`src/rtl/vrf_operand_fetcher_pkg.sv`:
```
// Shared types and VRF geometry for the operand fetcher: request layout, FSM states,
// beat-count and VRF beat-address helpers.
package vrf_operand_fetcher_pkg;

  localparam int unsigned NrOpQueue    = 2;
  localparam int unsigned NrVRegs      = 32;
  localparam int unsigned VLENB        = 128;
  localparam int unsigned DataWB       = 8;
  localparam int unsigned BeatsPerReg  = VLENB / DataWB;
  localparam int unsigned VRFAddrWidth = $clog2(NrVRegs * BeatsPerReg);
  // vlB and the beat counters must cover a whole LMUL=8 register group
  localparam int unsigned VlbWidth     = $clog2(8 * VLENB) + 1;
  localparam int unsigned BeatCntWidth = $clog2(8 * BeatsPerReg) + 1;

  typedef logic [$clog2(NrVRegs)-1:0] vreg_t;
  typedef logic [BeatCntWidth-1:0]    beat_cnt_t;
  typedef logic [VRFAddrWidth-1:0]    vrf_addr_t;
  typedef logic [8*DataWB-1:0]        vrf_data_t;

  typedef struct packed {
    vreg_t                 vs1;
    vreg_t                 vs2;
    logic [NrOpQueue-1:0]  queue_req;
    logic [VlbWidth-1:0]   vlB;
  } op_req_t;

  typedef enum logic {
    IDLE,
    BUSY
  } fetch_state_e;

  function automatic vrf_addr_t GetVRFAddr(input vreg_t vs, input beat_cnt_t beat_idx);
    return vrf_addr_t'(vs) * vrf_addr_t'(BeatsPerReg) + vrf_addr_t'(beat_idx);
  endfunction

  // ceil(vlB / DataWB); a partial last beat is fetched whole
  function automatic beat_cnt_t NumBeats(input logic [VlbWidth-1:0] vlb);
    logic [VlbWidth:0] rounded;
    rounded = {1'b0, vlb} + (VlbWidth + 1)'(DataWB - 1);
    return beat_cnt_t'(rounded >> $clog2(DataWB));
  endfunction

endpackage

```
`src/rtl/vrf_operand_fetcher_if.sv`:
```
// Bundles the op_req channel, the VRF read port and the operand-queue push/pop signals.
// slave = operand fetcher, master = launcher / VRF arbiter / VFU consumers.
interface vrf_operand_fetcher_if;
  import vrf_operand_fetcher_pkg::*;

  logic                 op_req_valid_i;
  logic                 op_req_ready_o;
  op_req_t              op_req_i;
  logic                 vrf_rd_req_o;
  vrf_addr_t            vrf_rd_addr_o;
  logic                 vrf_rd_gnt_i;
  vrf_data_t            vrf_rd_data_i;
  logic [NrOpQueue-1:0] opq_push_o;
  vrf_data_t            opq_data_o;
  logic [NrOpQueue-1:0] opq_pop_i;

  modport slave (
    input  op_req_valid_i, op_req_i, vrf_rd_gnt_i, vrf_rd_data_i, opq_pop_i,
    output op_req_ready_o, vrf_rd_req_o, vrf_rd_addr_o, opq_push_o, opq_data_o
  );

  modport master (
    output op_req_valid_i, op_req_i, vrf_rd_gnt_i, vrf_rd_data_i, opq_pop_i,
    input  op_req_ready_o, vrf_rd_req_o, vrf_rd_addr_o, opq_push_o, opq_data_o
  );

endinterface

```
`src/rtl/vrf_operand_fetcher_opq_credit_counter.sv`:
```
// Per-queue credit counter: starts full, +1 on consumer pop, -1 on VRF grant to this queue.
module vrf_operand_fetcher_opq_credit_counter #(
  parameter  int unsigned QueueDepth  = 4,
  localparam int unsigned CreditWidth = $clog2(QueueDepth + 1)
) (
  input  logic                   clk_i,
  input  logic                   rst_ni,
  input  logic                   i_inc,
  input  logic                   i_dec,
  output logic [CreditWidth-1:0] o_credit
);

  logic [CreditWidth-1:0] r_credit;

  always_ff @(posedge clk_i or negedge rst_ni) begin
    if (!rst_ni) begin
      r_credit <= CreditWidth'(QueueDepth);
    end else if (i_inc && !i_dec) begin
      r_credit <= r_credit + CreditWidth'(1);
    end else if (i_dec && !i_inc) begin
      r_credit <= r_credit - CreditWidth'(1);
    end
  end

  assign o_credit = r_credit;

  a_credit_bound : assert property (@(posedge clk_i) disable iff (!rst_ni)
    r_credit <= CreditWidth'(QueueDepth));

endmodule

```
`src/rtl/vrf_operand_fetcher.sv`:
```
// Walks vs1/vs2 of an accepted op_req over the single VRF read port and pushes the
// returned beats into the per-source operand queues under credit flow control.
//   state | meaning
//   IDLE  | ready for a new op_req
//   BUSY  | issuing reads, then draining the last in-flight beat
module vrf_operand_fetcher
  import vrf_operand_fetcher_pkg::*;
#(
  parameter int unsigned QueueDepth = 4
) (
  input  logic                  clk_i,
  input  logic                  rst_ni,
  vrf_operand_fetcher_if.slave  bus,
  output logic                  busy_o
);

  localparam int unsigned CreditWidth = $clog2(QueueDepth + 1);

  fetch_state_e r_state, w_state_nxt;

  vreg_t     [NrOpQueue-1:0]                  r_vs;
  beat_cnt_t [NrOpQueue-1:0]                  r_remaining;
  beat_cnt_t [NrOpQueue-1:0]                  r_beat_idx;
  logic      [NrOpQueue-1:0][CreditWidth-1:0] w_credit;

  logic                 r_inflight_vld;
  logic                 r_inflight_tag;
  logic                 r_hold_vld;
  logic                 r_hold_tag;
  logic                 r_pick_vs2;
  logic [NrOpQueue-1:0] w_eligible;
  logic [NrOpQueue-1:0] w_gnt_q;
  logic                 w_sel;
  logic                 w_rd_req;
  logic                 w_grant;
  logic                 w_accept;
  logic                 w_all_done;
  beat_cnt_t            w_req_beats;

  assign w_req_beats = NumBeats(bus.op_req_i.vlB);
  assign w_all_done  = (r_remaining[0] == '0) && (r_remaining[1] == '0);

  always_comb begin
    w_state_nxt = r_state;
    w_accept    = 1'b0;
    unique case (r_state)
      IDLE: begin
        if (bus.op_req_valid_i && (|bus.op_req_i.queue_req) && (w_req_beats != '0)) begin
          w_accept    = 1'b1;
          w_state_nxt = BUSY;
        end
      end
      BUSY: begin
        if (w_all_done) begin
          w_state_nxt = IDLE;
        end
      end
    endcase
  end

  for (genvar g = 0; g < NrOpQueue; g++) begin : g_queue
    assign w_eligible[g] = (r_remaining[g] != '0) && (w_credit[g] != '0);
    assign w_gnt_q[g]    = w_grant && (w_sel == 1'(g));

    vrf_operand_fetcher_opq_credit_counter #(
      .QueueDepth (QueueDepth)
    ) i_credit (
      .clk_i    (clk_i),
      .rst_ni   (rst_ni),
      .i_inc    (bus.opq_pop_i[g]),
      .i_dec    (w_gnt_q[g]),
      .o_credit (w_credit[g])
    );
  end

  // A stalled request keeps its queue until granted, so a pop on the other queue
  // cannot move the address while the arbiter is waiting.
  always_comb begin
    if (r_hold_vld) begin
      w_sel = r_hold_tag;
    end else if (&w_eligible) begin
      w_sel = r_pick_vs2;
    end else begin
      w_sel = w_eligible[1];
    end
  end

  assign w_rd_req = (r_state == BUSY) && (r_hold_vld || (|w_eligible));
  assign w_grant  = w_rd_req && bus.vrf_rd_gnt_i;

  always_ff @(posedge clk_i or negedge rst_ni) begin
    if (!rst_ni) begin
      r_vs        <= '0;
      r_remaining <= '0;
      r_beat_idx  <= '0;
    end else if (w_accept) begin
      r_vs[0] <= bus.op_req_i.vs1;
      r_vs[1] <= bus.op_req_i.vs2;
      for (int unsigned q = 0; q < NrOpQueue; q++) begin
        r_remaining[q] <= bus.op_req_i.queue_req[q] ? w_req_beats : '0;
        r_beat_idx[q]  <= '0;
      end
    end else begin
      for (int unsigned q = 0; q < NrOpQueue; q++) begin
        if (w_gnt_q[q]) begin
          r_remaining[q] <= r_remaining[q] - beat_cnt_t'(1);
          r_beat_idx[q]  <= r_beat_idx[q] + beat_cnt_t'(1);
        end
      end
    end
  end

  always_ff @(posedge clk_i or negedge rst_ni) begin
    if (!rst_ni) begin
      r_state        <= IDLE;
      r_inflight_vld <= 1'b0;
      r_inflight_tag <= 1'b0;
      r_hold_vld     <= 1'b0;
      r_hold_tag     <= 1'b0;
      r_pick_vs2     <= 1'b0;
    end else begin
      r_state        <= w_state_nxt;
      r_inflight_vld <= w_grant;
      r_inflight_tag <= w_sel;
      r_hold_vld     <= w_rd_req && !bus.vrf_rd_gnt_i;
      r_hold_tag     <= w_sel;
      if (w_accept) begin
        r_pick_vs2 <= 1'b0;
      end else if (w_grant) begin
        r_pick_vs2 <= ~w_sel;
      end
    end
  end

  assign bus.op_req_ready_o = (r_state == IDLE);
  assign bus.vrf_rd_req_o   = w_rd_req;
  assign bus.vrf_rd_addr_o  = GetVRFAddr(r_vs[w_sel], r_beat_idx[w_sel]);
  assign bus.opq_push_o     = r_inflight_vld ? (NrOpQueue'(1) << r_inflight_tag) : '0;
  assign bus.opq_data_o     = bus.vrf_rd_data_i;
  assign busy_o             = (r_state == BUSY) || r_inflight_vld;

endmodule

```
`src/flat_wrapper.sv`:
```
// flat-port wrapper written by rule: the top's interface ports become plain ports
module vrf_operand_fetcher_flat import vrf_operand_fetcher_pkg::*;
#(
  parameter int unsigned QueueDepth = 4
)
  (clk_i, rst_ni, busy_o, bus_op_req_valid_i, bus_op_req_i, bus_vrf_rd_gnt_i, bus_vrf_rd_data_i, bus_opq_pop_i, bus_op_req_ready_o, bus_vrf_rd_req_o, bus_vrf_rd_addr_o, bus_opq_push_o, bus_opq_data_o);
  vrf_operand_fetcher_if bus_i ();
  input  logic clk_i;
  input  logic rst_ni;
  output logic busy_o;
  input wire logic [$bits(bus_i.op_req_valid_i)-1:0] bus_op_req_valid_i;
  input wire logic [$bits(bus_i.op_req_i)-1:0] bus_op_req_i;
  input wire logic [$bits(bus_i.vrf_rd_gnt_i)-1:0] bus_vrf_rd_gnt_i;
  input wire logic [$bits(bus_i.vrf_rd_data_i)-1:0] bus_vrf_rd_data_i;
  input wire logic [$bits(bus_i.opq_pop_i)-1:0] bus_opq_pop_i;
  output wire logic [$bits(bus_i.op_req_ready_o)-1:0] bus_op_req_ready_o;
  output wire logic [$bits(bus_i.vrf_rd_req_o)-1:0] bus_vrf_rd_req_o;
  output wire logic [$bits(bus_i.vrf_rd_addr_o)-1:0] bus_vrf_rd_addr_o;
  output wire logic [$bits(bus_i.opq_push_o)-1:0] bus_opq_push_o;
  output wire logic [$bits(bus_i.opq_data_o)-1:0] bus_opq_data_o;
  assign bus_i.op_req_valid_i = bus_op_req_valid_i;
  assign bus_i.op_req_i = bus_op_req_i;
  assign bus_i.vrf_rd_gnt_i = bus_vrf_rd_gnt_i;
  assign bus_i.vrf_rd_data_i = bus_vrf_rd_data_i;
  assign bus_i.opq_pop_i = bus_opq_pop_i;
  assign bus_op_req_ready_o = bus_i.op_req_ready_o;
  assign bus_vrf_rd_req_o = bus_i.vrf_rd_req_o;
  assign bus_vrf_rd_addr_o = bus_i.vrf_rd_addr_o;
  assign bus_opq_push_o = bus_i.opq_push_o;
  assign bus_opq_data_o = bus_i.opq_data_o;
  vrf_operand_fetcher #(.QueueDepth(QueueDepth)) u_core (.clk_i(clk_i), .rst_ni(rst_ni), .bus(bus_i), .busy_o(busy_o));
endmodule
```
`config.mk`:
```
export PLATFORM = sky130hd
export DESIGN_NAME = vrf_operand_fetcher_flat
export DESIGN_NICKNAME = d
export VERILOG_FILES = /design/src/rtl/vrf_operand_fetcher_pkg.sv /design/src/rtl/vrf_operand_fetcher_if.sv /design/src/rtl/vrf_operand_fetcher_opq_credit_counter.sv /design/src/rtl/vrf_operand_fetcher.sv /design/src/flat_wrapper.sv
export SDC_FILE = /design/constraint.sdc
export NUM_CORES = 1
export LEC_CHECK = 0
export CORE_MARGIN = 2
export CORE_UTILIZATION = 43
export CTS_CLUSTER_DIAMETER = 100
export DETAILED_ROUTE_END_ITERATION = 7
export GPL_TIMING_DRIVEN = 0
export PLACE_DENSITY = 0.81
export SLEW_MARGIN = 20
export SYNTH_ARGS = -nofsm -noshare
export SYNTH_HDL_FRONTEND = slang
export SYNTH_SLANG_ARGS = --single-unit
```
`constraint.sdc`:
```
create_clock -name clk_i -period 4.7 [get_ports clk_i]
set_input_delay 0.94 -clock clk_i [delete_from_list [all_inputs] [get_ports clk_i]]
set_output_delay 0.94 -clock clk_i [all_outputs]
set_load 0.02 [all_outputs]
```
==> results of run 1 <==
per-layer routing:
metal	vias up	global-route usage [%]	routed length [um]
met5	-	0	0
met4	0	2.78	48
met3	7	3.79	482
met2	125	33.5	4690
met1	1604	23.0	3700
li1	1622	-	-
synth_stat cells (all sizes together), types with 2 or more instances:
library cell  number  area share (%)
a21oi             27             3.6
mux2              13             3.9
inv               24             2.4
fa                 3             1.6
xnor2             13             3.0
nor3              10             1.3
a211oi             6             1.3
or4                5            0.99
dfstp              2             1.4
nor3b              2            0.40
nand3             15             2.0
xor2               8             1.9
nand2             50             5.0
o211ai             3            0.59
and2               2            0.33
and4               2            0.46
nor2               8            0.79
clkbuf             5            0.50
dfrtp             51              34
a21o               4            0.79
o31ai              5            0.99
nor4               6             1.4
and3               6            0.99
ha                12             4.0
nor4b              2             1.0
mux2i              7             1.9
or3               18             3.0
nand4              3            0.50
nand3b             3            0.59
o21ai             16             2.1
buf               75              14
a31oi              5            0.83
metrics by stage:
step / hold WS (ps) / utilization, % / TNS (ps) / power [mW]
6_report: 480 / 58.5 / 0 / 2.00
5_1_grt: 507 / 58.5 / 0 / 2.14
4_1_cts: 487 / 58.4 / 0 / 2.00
3_5_place_dp: 465 / 57.4 / -573 / 1.74
3_3_place_gp: 455 / 57.5 / -442 / 1.68
2_1_floorplan: 440 / - / 0 / 1.41
layout make-up:
class	instances	area (um^2)	area share [%]
Clock inverter	1	5.00	0.0990
Inverter	24	92.6	1.83
Buffer	79	556	11.0
Tap cell	108	135	2.67
Sequential cell	53	1330	26.3
Clock buffer	6	72.6	1.44
Timing Repair Buffer	105	1040	20.6
Multi-Input combinational cell	264	1820	36.0
final timing paths:
kind / endpoint / cells past startpoint
worst max-delay path: bus_vrf_rd_addr_o[7] / 12
worst min-delay path: u_core.r_vs[8] / 2
worst max register to register: u_core.g_queue[1].i_credit.o_credit[2] / 15
worst min register to register: u_core.r_vs[8] / 2
max in group asynchronous: u_core.r_remaining[0] / 1
min in group asynchronous: u_core.r_remaining[14] / 1
flip-flops by register name (all words and copies together) (netlist names):
register / count
u_core.r_beat_idx: 16
u_core.r_remaining: 16
u_core.r_vs: 10
u_core.g_queue.i_credit.o_credit: 6
u_core.r_hold_vld: 1
u_core.r_inflight_tag: 1
u_core.r_inflight_vld: 1
u_core.r_pick_vs2: 1
u_core.r_state: 1
kinds of logic after synthesis:
family	after synthesis	synth area share, %
AND/OR/NAND/NOR	135	19.2
buffers and inverters	104	17.2
AO/OA/AOI/OAI	73	12.4
flip-flops	53	35.1
XOR/XNOR	21	4.86
multiplexers	20	5.72
adder cells (fa/ha/maj)	15	5.55
critical path, delay by kind of cell, from the launching register on:
kind	cells	cell delay (ps)
adder cells (fa/ha/maj)	2	530
AO/OA/AOI/OAI	4	950
AND/OR/NAND/NOR	1	170
buffers and inverters	3	870
flip-flops	1	330
multiplexers	1	280
XOR/XNOR	1	140
power groups by stage:
stage | clock network, mW | logic, mW | registers, mW
global placement | 0 | 0.909 | 0.773
floorplan | 0 | 0.662 | 0.743
global route | 0.272 | 1.06 | 0.808
detailed placement | 0 | 0.957 | 0.787
CTS | 0.253 | 0.967 | 0.782
finish | 0.250 | 0.964 | 0.784
repair_timing:
item,CTS,global route
setup endpoints to repair,5,4
gates resized for setup,5,3
hold buffers,0,0
pin swaps,0,1
setup buffers,0,1
==> summary.md, run 1 <==
## Status
• finished, final reports clean — result of the run

## Critical path
• 620 ps — maximum cell stage delay along the critical path
• 1480 ps — R2R Setup Slk
• u_core.r_remaining[8] — worst r2r src
• ha_1 — CP dominant cell by count
• output port — crit end category
• u_core.r_remaining[0] — origin of the worst setup path
• reg2out — critical path class
• clkdlybuf4s50_1 — Critical-path top delay cell
• inv_1 -> ha_1 -> nor3b_4 -> a211o_1 -> a32o_2 -> buf_4 -> mux2_2 -> ha_1 -> a21o_1 -> a21oi_1 -> xnor2_1 -> clkdlybuf4s50_1 — Cell Chain, Critical Path
• 3570 ps — signal arrival time at the worst endpoint
• 5 — largest fanout of any net on the critical path
• flip-flop — startpoint kind of the worst setup timing path
• 3760 ps — endpoint required time on the critical path

## Synth
• 35.1% — sequential area share after synthesis
• 3790 um^2 — cell area after technology mapping
• 0 — synth warn
• 8.99 um^2 — per-instance average area after synthesis
• 421 — count of mapped cells out of synthesis
• 529 — syn nets
• 53 — number of flip-flops and latches in the synthesized netlist
• dfrtp_1 — prevailing post-synth register cell
• 50 — Netlist cell types
• 100% — proportion of register bits with asynchronous set or reset after synthesis
• 0 — count of flip-flops with a built-in enable after synthesis

## Floorplan
• 171 — count of pins on the block boundary
• 9570 um^2 — floorplan die area
• 97.8 um — width of the chip
• 8640 um^2 — core region area
• 43.8% — effective utilization at floorplan
• 34 — number of rows created at floorplan
• 97.8 um — die height

## Route
• 4 — drt first pass iters
• 5.25 — Via density
• 13.9 um — wire length per cell
• 0 — # DRC
• 3358 — number of vias in the routed layout
• 8930 um — wire length reported by the detailed router
• 0 — remaining antenna violation count after routing
• 217 — number of DRC violations after detailed-routing iteration 0

## Global route
• 3293 — number of global-route vias before repair
• 14800 um — global-route wire length before repair
• 0 — antenna violations before repair
• 18.4% — Tot GR Track Use
• 0 — Remaining Overflow, GRT
• 54 — largest net degree at the start of global routing

## Timing
• 194 ps — setup slack after layout
• 0 — total of endpoints with negative setup slack in the final report
• 5.38 ps — Worst Skew
• 0.222 GHz — maximum clock rate
• 95.9% — share of the clock period used by the worst path
• 673 ps — Tightest Pin Transition
• false — unrepaired setup endpoints after global routing
• 0 — hold violation count in the final report
• 55.1% — Max-Slew Margin vs Limit
• 0 — number of pins with negative max-slew slack in the final report
• 4510 ps — final worst path period need

## Clock network
• 2 — number of buffers between clock root and the deepest sink
• clkbuf_8 — CTS root buffer
• 53 — number of clock sinks
• 2 — CTS H-tree depth
• 5 — CTS buffer count
• 90 ps — clock-pin slew on the worst setup and hold paths
• built — clock tree from TritonCTS
• 310 ps — clock latency of the later-clocked register in the worst-skew pair

## Cells and area
• 764 — Fill cells
• 640 — Total Nets Final
• 0 — Inserted Diodes
• clkdlybuf4s50_1 — most frequent standard cell in the layout excluding fill and tap cells
• 5050 um^2 — post-layout instance area
• 33.5% — Synth-to-Final Area Change
• clkdlybuf4s50_1 (101), buf_4 (68), dfrtp_1 (51) — most frequent cells in the layout
• 640 — Non-Filler Instances
• 19.5% — fraction of final layout cells with drive strength greater than 1

## Power and ir drop
• 40.4% — Net Sw Frac
• 12.5% — share of power burned in the clock network
• 1.19 mW — P_int
• 2.28 nW — static leakage power
• 0.807 mW — Switching Power
• 395 nW/um^2 — Power per Cell Area
• 0.000210 V — VDD IR max
• 48.3% — combinational fraction of design power
• 39.2% — sequential group share of total power

## Worst hold path
• reg2reg — Hold Path Class
• u_core.r_vs[8] — Hold Startpoint

## Placed design
• 4960 um^2 — Placement Cell Area
• 0.828 — Final Wtd Congestion
• 104 — IO buf count
• 7140 um — detailed-placement wirelength estimate
• 633 — Placed Instances
• -415 ps — pre-CTS setup slack

## Flow run
• 0 — Max Cap Violations

(Power assumes the default switching activity.)
==> inputs of run 2 (changes only) <==
--- a/config.mk
+++ b/config.mk
@@ -5,6 +5,7 @@
 export SDC_FILE = /design/constraint.sdc
 export NUM_CORES = 1
 export LEC_CHECK = 0
+export CORE_ASPECT_RATIO = 1.25
 export CORE_MARGIN = 2
 export CORE_UTILIZATION = 43
 export CTS_CLUSTER_DIAMETER = 100
==> run 2 against run 1 <==
Largest cell class unchanged. Count of clock-buffer cells in the layout up 1. Hold slack better by 3.4 ps. First-iteration DRC count rose by 12%. Die area about the same. Highest routed layer unchanged. Critical path type unchanged. Combinational power barely moved. Sequential share of layout area is 0.12 points lower.
==> summary.md, run 2 (synthesis gave the netlist of run 1 again) <==
## Floorplan
• 9580 um^2 — floorplan die area, about the same
• 38 — number of rows created at floorplan, +12%
• 44.0% — effective utilization at floorplan, +0.15 points
• 87.9 um — width of the chip, -10%
• 8610 um^2 — core region area, -0.35%
• 171 — count of pins on the block boundary, unchanged
• 109 um — die height, +11%

## Route
• 0 — remaining antenna violation count after routing, unchanged
• 3354 — number of vias in the routed layout, -0.12%
• 4 — drt first pass iters, unchanged
• 0 — # DRC, unchanged
• 14.3 um — wire length per cell, +2.4%
• 9330 um — wire length reported by the detailed router, +4.5%
• 244 — number of DRC violations after detailed-routing iteration 0, +12%
• 5.14 — Via density, -2.1%

## Placed design
• -344 ps — pre-CTS setup slack, +71.0 ps
• 104 — IO buf count, unchanged
• 7260 um — detailed-placement wirelength estimate, +1.8%
• 0.871 — Final Wtd Congestion, +5.3%
• 4970 um^2 — Placement Cell Area, +0.30%

## Critical path
• 3560 ps — signal arrival time at the worst endpoint, about the same
• flip-flop — startpoint kind of the worst setup timing path
• u_core.g_queue[1].i_credit.o_credit[2] — Crit Reg-Reg Endpoint
• bus_vrf_rd_addr_o[6] — crit path to
• 3760 ps — endpoint required time on the critical path, about the same
• clkdlybuf4s50_1 — Critical-path top delay cell
• u_core.r_remaining[0] — origin of the worst setup path
• inv_1 -> ha_1 -> nor3b_4 -> a211o_1 -> a32o_2 -> buf_4 -> mux2_2 -> ha_1 -> inv_1 -> fa_1 -> xnor2_1 -> clkdlybuf4s50_1 — Cell Chain, Critical Path
• 10 — largest fanout of any net on the critical path, +5
• 640 ps — maximum cell stage delay along the critical path, +20 ps
• output port — crit end category
• 13 — length in cells of the worst reg-to-reg path, -2
• u_core.r_remaining[10] — worst r2r src
• reg2out — critical path class
• 1400 ps — R2R Setup Slk, -80 ps

## Clock network
• 2 — number of buffers between clock root and the deepest sink, unchanged
• 90 ps — clock-pin slew on the worst setup and hold paths, about the same
• clkbuf_8 — CTS root buffer
• 0 — cts hold-fix bufs, unchanged
• 2 — CTS H-tree depth, unchanged
• 53 — number of clock sinks, unchanged
• 5 — CTS buffer count, unchanged
• 310 ps — clock latency of the later-clocked register in the worst-skew pair, about the same
• built — clock tree from TritonCTS

## Status
• finished, final reports clean — result of the run

## Worst hold path
• reg2reg — Hold Path Class
• u_core.r_vs[7] — Hold Startpoint
• 2 — count of cells along the worst hold path, unchanged

## Cells and area
• u_core.r_beat_idx x16, u_core.r_remaining x16, u_core.r_vs x10 — largest registers
• 0 — Inserted Diodes, unchanged
• 59.0% — share of the core filled with cells in the final layout, +0.47 points
• clkdlybuf4s50_1 — most frequent standard cell in the layout excluding fill and tap cells
• 19.3% — fraction of final layout cells with drive strength greater than 1, -0.22 points
• 34.1% — Synth-to-Final Area Change
• clkdlybuf4s50_1 (102), buf_4 (68), dfrtp_1 (51) — most frequent cells in the layout
• 783 — Fill cells, +2.5%
• 5080 um^2 — post-layout instance area, +0.45%
• 640 — Total Nets Final, unchanged

## Global route
• 0 — Remaining Overflow, GRT, unchanged
• 54 — largest net degree at the start of global routing, unchanged
• 19.4% — Tot GR Track Use, +0.98 points
• 0 — antenna violations before repair, unchanged
• 14900 um — global-route wire length before repair, +0.89%
• 3374 — number of global-route vias before repair, +2.5%

## Timing
• 7.64 ps — Worst Skew, +2.26 ps
• 0 — number of pins with negative max-slew slack in the final report, unchanged
• 0.222 GHz — maximum clock rate, about the same
• 0 — hold violation count in the final report, unchanged
• 0 ps — summed negative setup slack over all endpoints, unchanged
• 4500 ps — final worst path period need, -1.04 ps
• 95.9% — share of the clock period used by the worst path, about the same
• 483 ps — Hold WS, +3.41 ps
• 681 ps — Tightest Pin Transition, +8.09 ps
• 0 — total of endpoints with negative setup slack in the final report, unchanged
• 54.6% — Max-Slew Margin vs Limit, -0.54 points
• 195 ps — setup slack after layout, +1.04 ps

## Flow run
• 0 — Max Cap Violations, unchanged

## Power and ir drop
• 397 nW/um^2 — Power per Cell Area, +0.39%
• 2.27 nW — static leakage power, -0.78%
• 0.000181 V — VDD IR max, -14%

run 2: worst min path at each step:
stage,to
after floorplan,u_core.r_vs[5]
after global placement,u_core.r_vs[8]
after detailed placement,u_core.r_vs[0]
after CTS,u_core.r_vs[7]
after global routing,u_core.r_vs[2]
final,u_core.r_vs[7]
run 2: per-stage QoR:
step	instances	power [mW]
final	653	2.01
after global placement	645	1.68
after global routing	653	2.15
after CTS	652	2.01
after detailed placement	645	1.74
after floorplan	421	1.41
run 2: what timing repair did:
action,in CTS,in global routing
buffers inserted,0,1
endpoints found under the setup margin,4,4
pin swaps,1,1
resized for setup,5,0
run 2: layer usage:
layer | vias to the layer above | share of wire (%) | GRT usage (%)
li1 | 1617 | - | -
met1 | 1596 | 39 | 22.1
met2 | 131 | 55 | 36.8
met3 | 10 | 5.3 | 2.42
met4 | 0 | 1.5 | 6.26
met5 | - | 0 | 0
run 2: layout make-up:
type                    instances  area, um^2  share of cell area (%)
multi-input cells             264        1820                    35.9
well taps                     120         150                    2.96
flip-flops and latches         53        1330                    26.2
clock buffers                   7        76.3                    1.50
inverters                      24        92.6                    1.82
plain buffers                  79         556                    10.9
clock inverters                 1        7.51                   0.148
repair buffers                105        1040                    20.6
run 2: worst max-delay path, delay by kind of cell, from the launching register on:
kind            cells  cell delay [ps]
compound gates      2              600
simple gates        1              170
fa+ha+maj           3              770
mux                 1              230
xor+xnor            1              190
flops               1              340
buf+inv             4              950
run 2: where the power goes:
part	switching (mW)	total, mW	internal (mW)
clock network	0.152	0.258	0.106
logic	0.491	0.967	0.477
registers	0.178	0.790	0.612
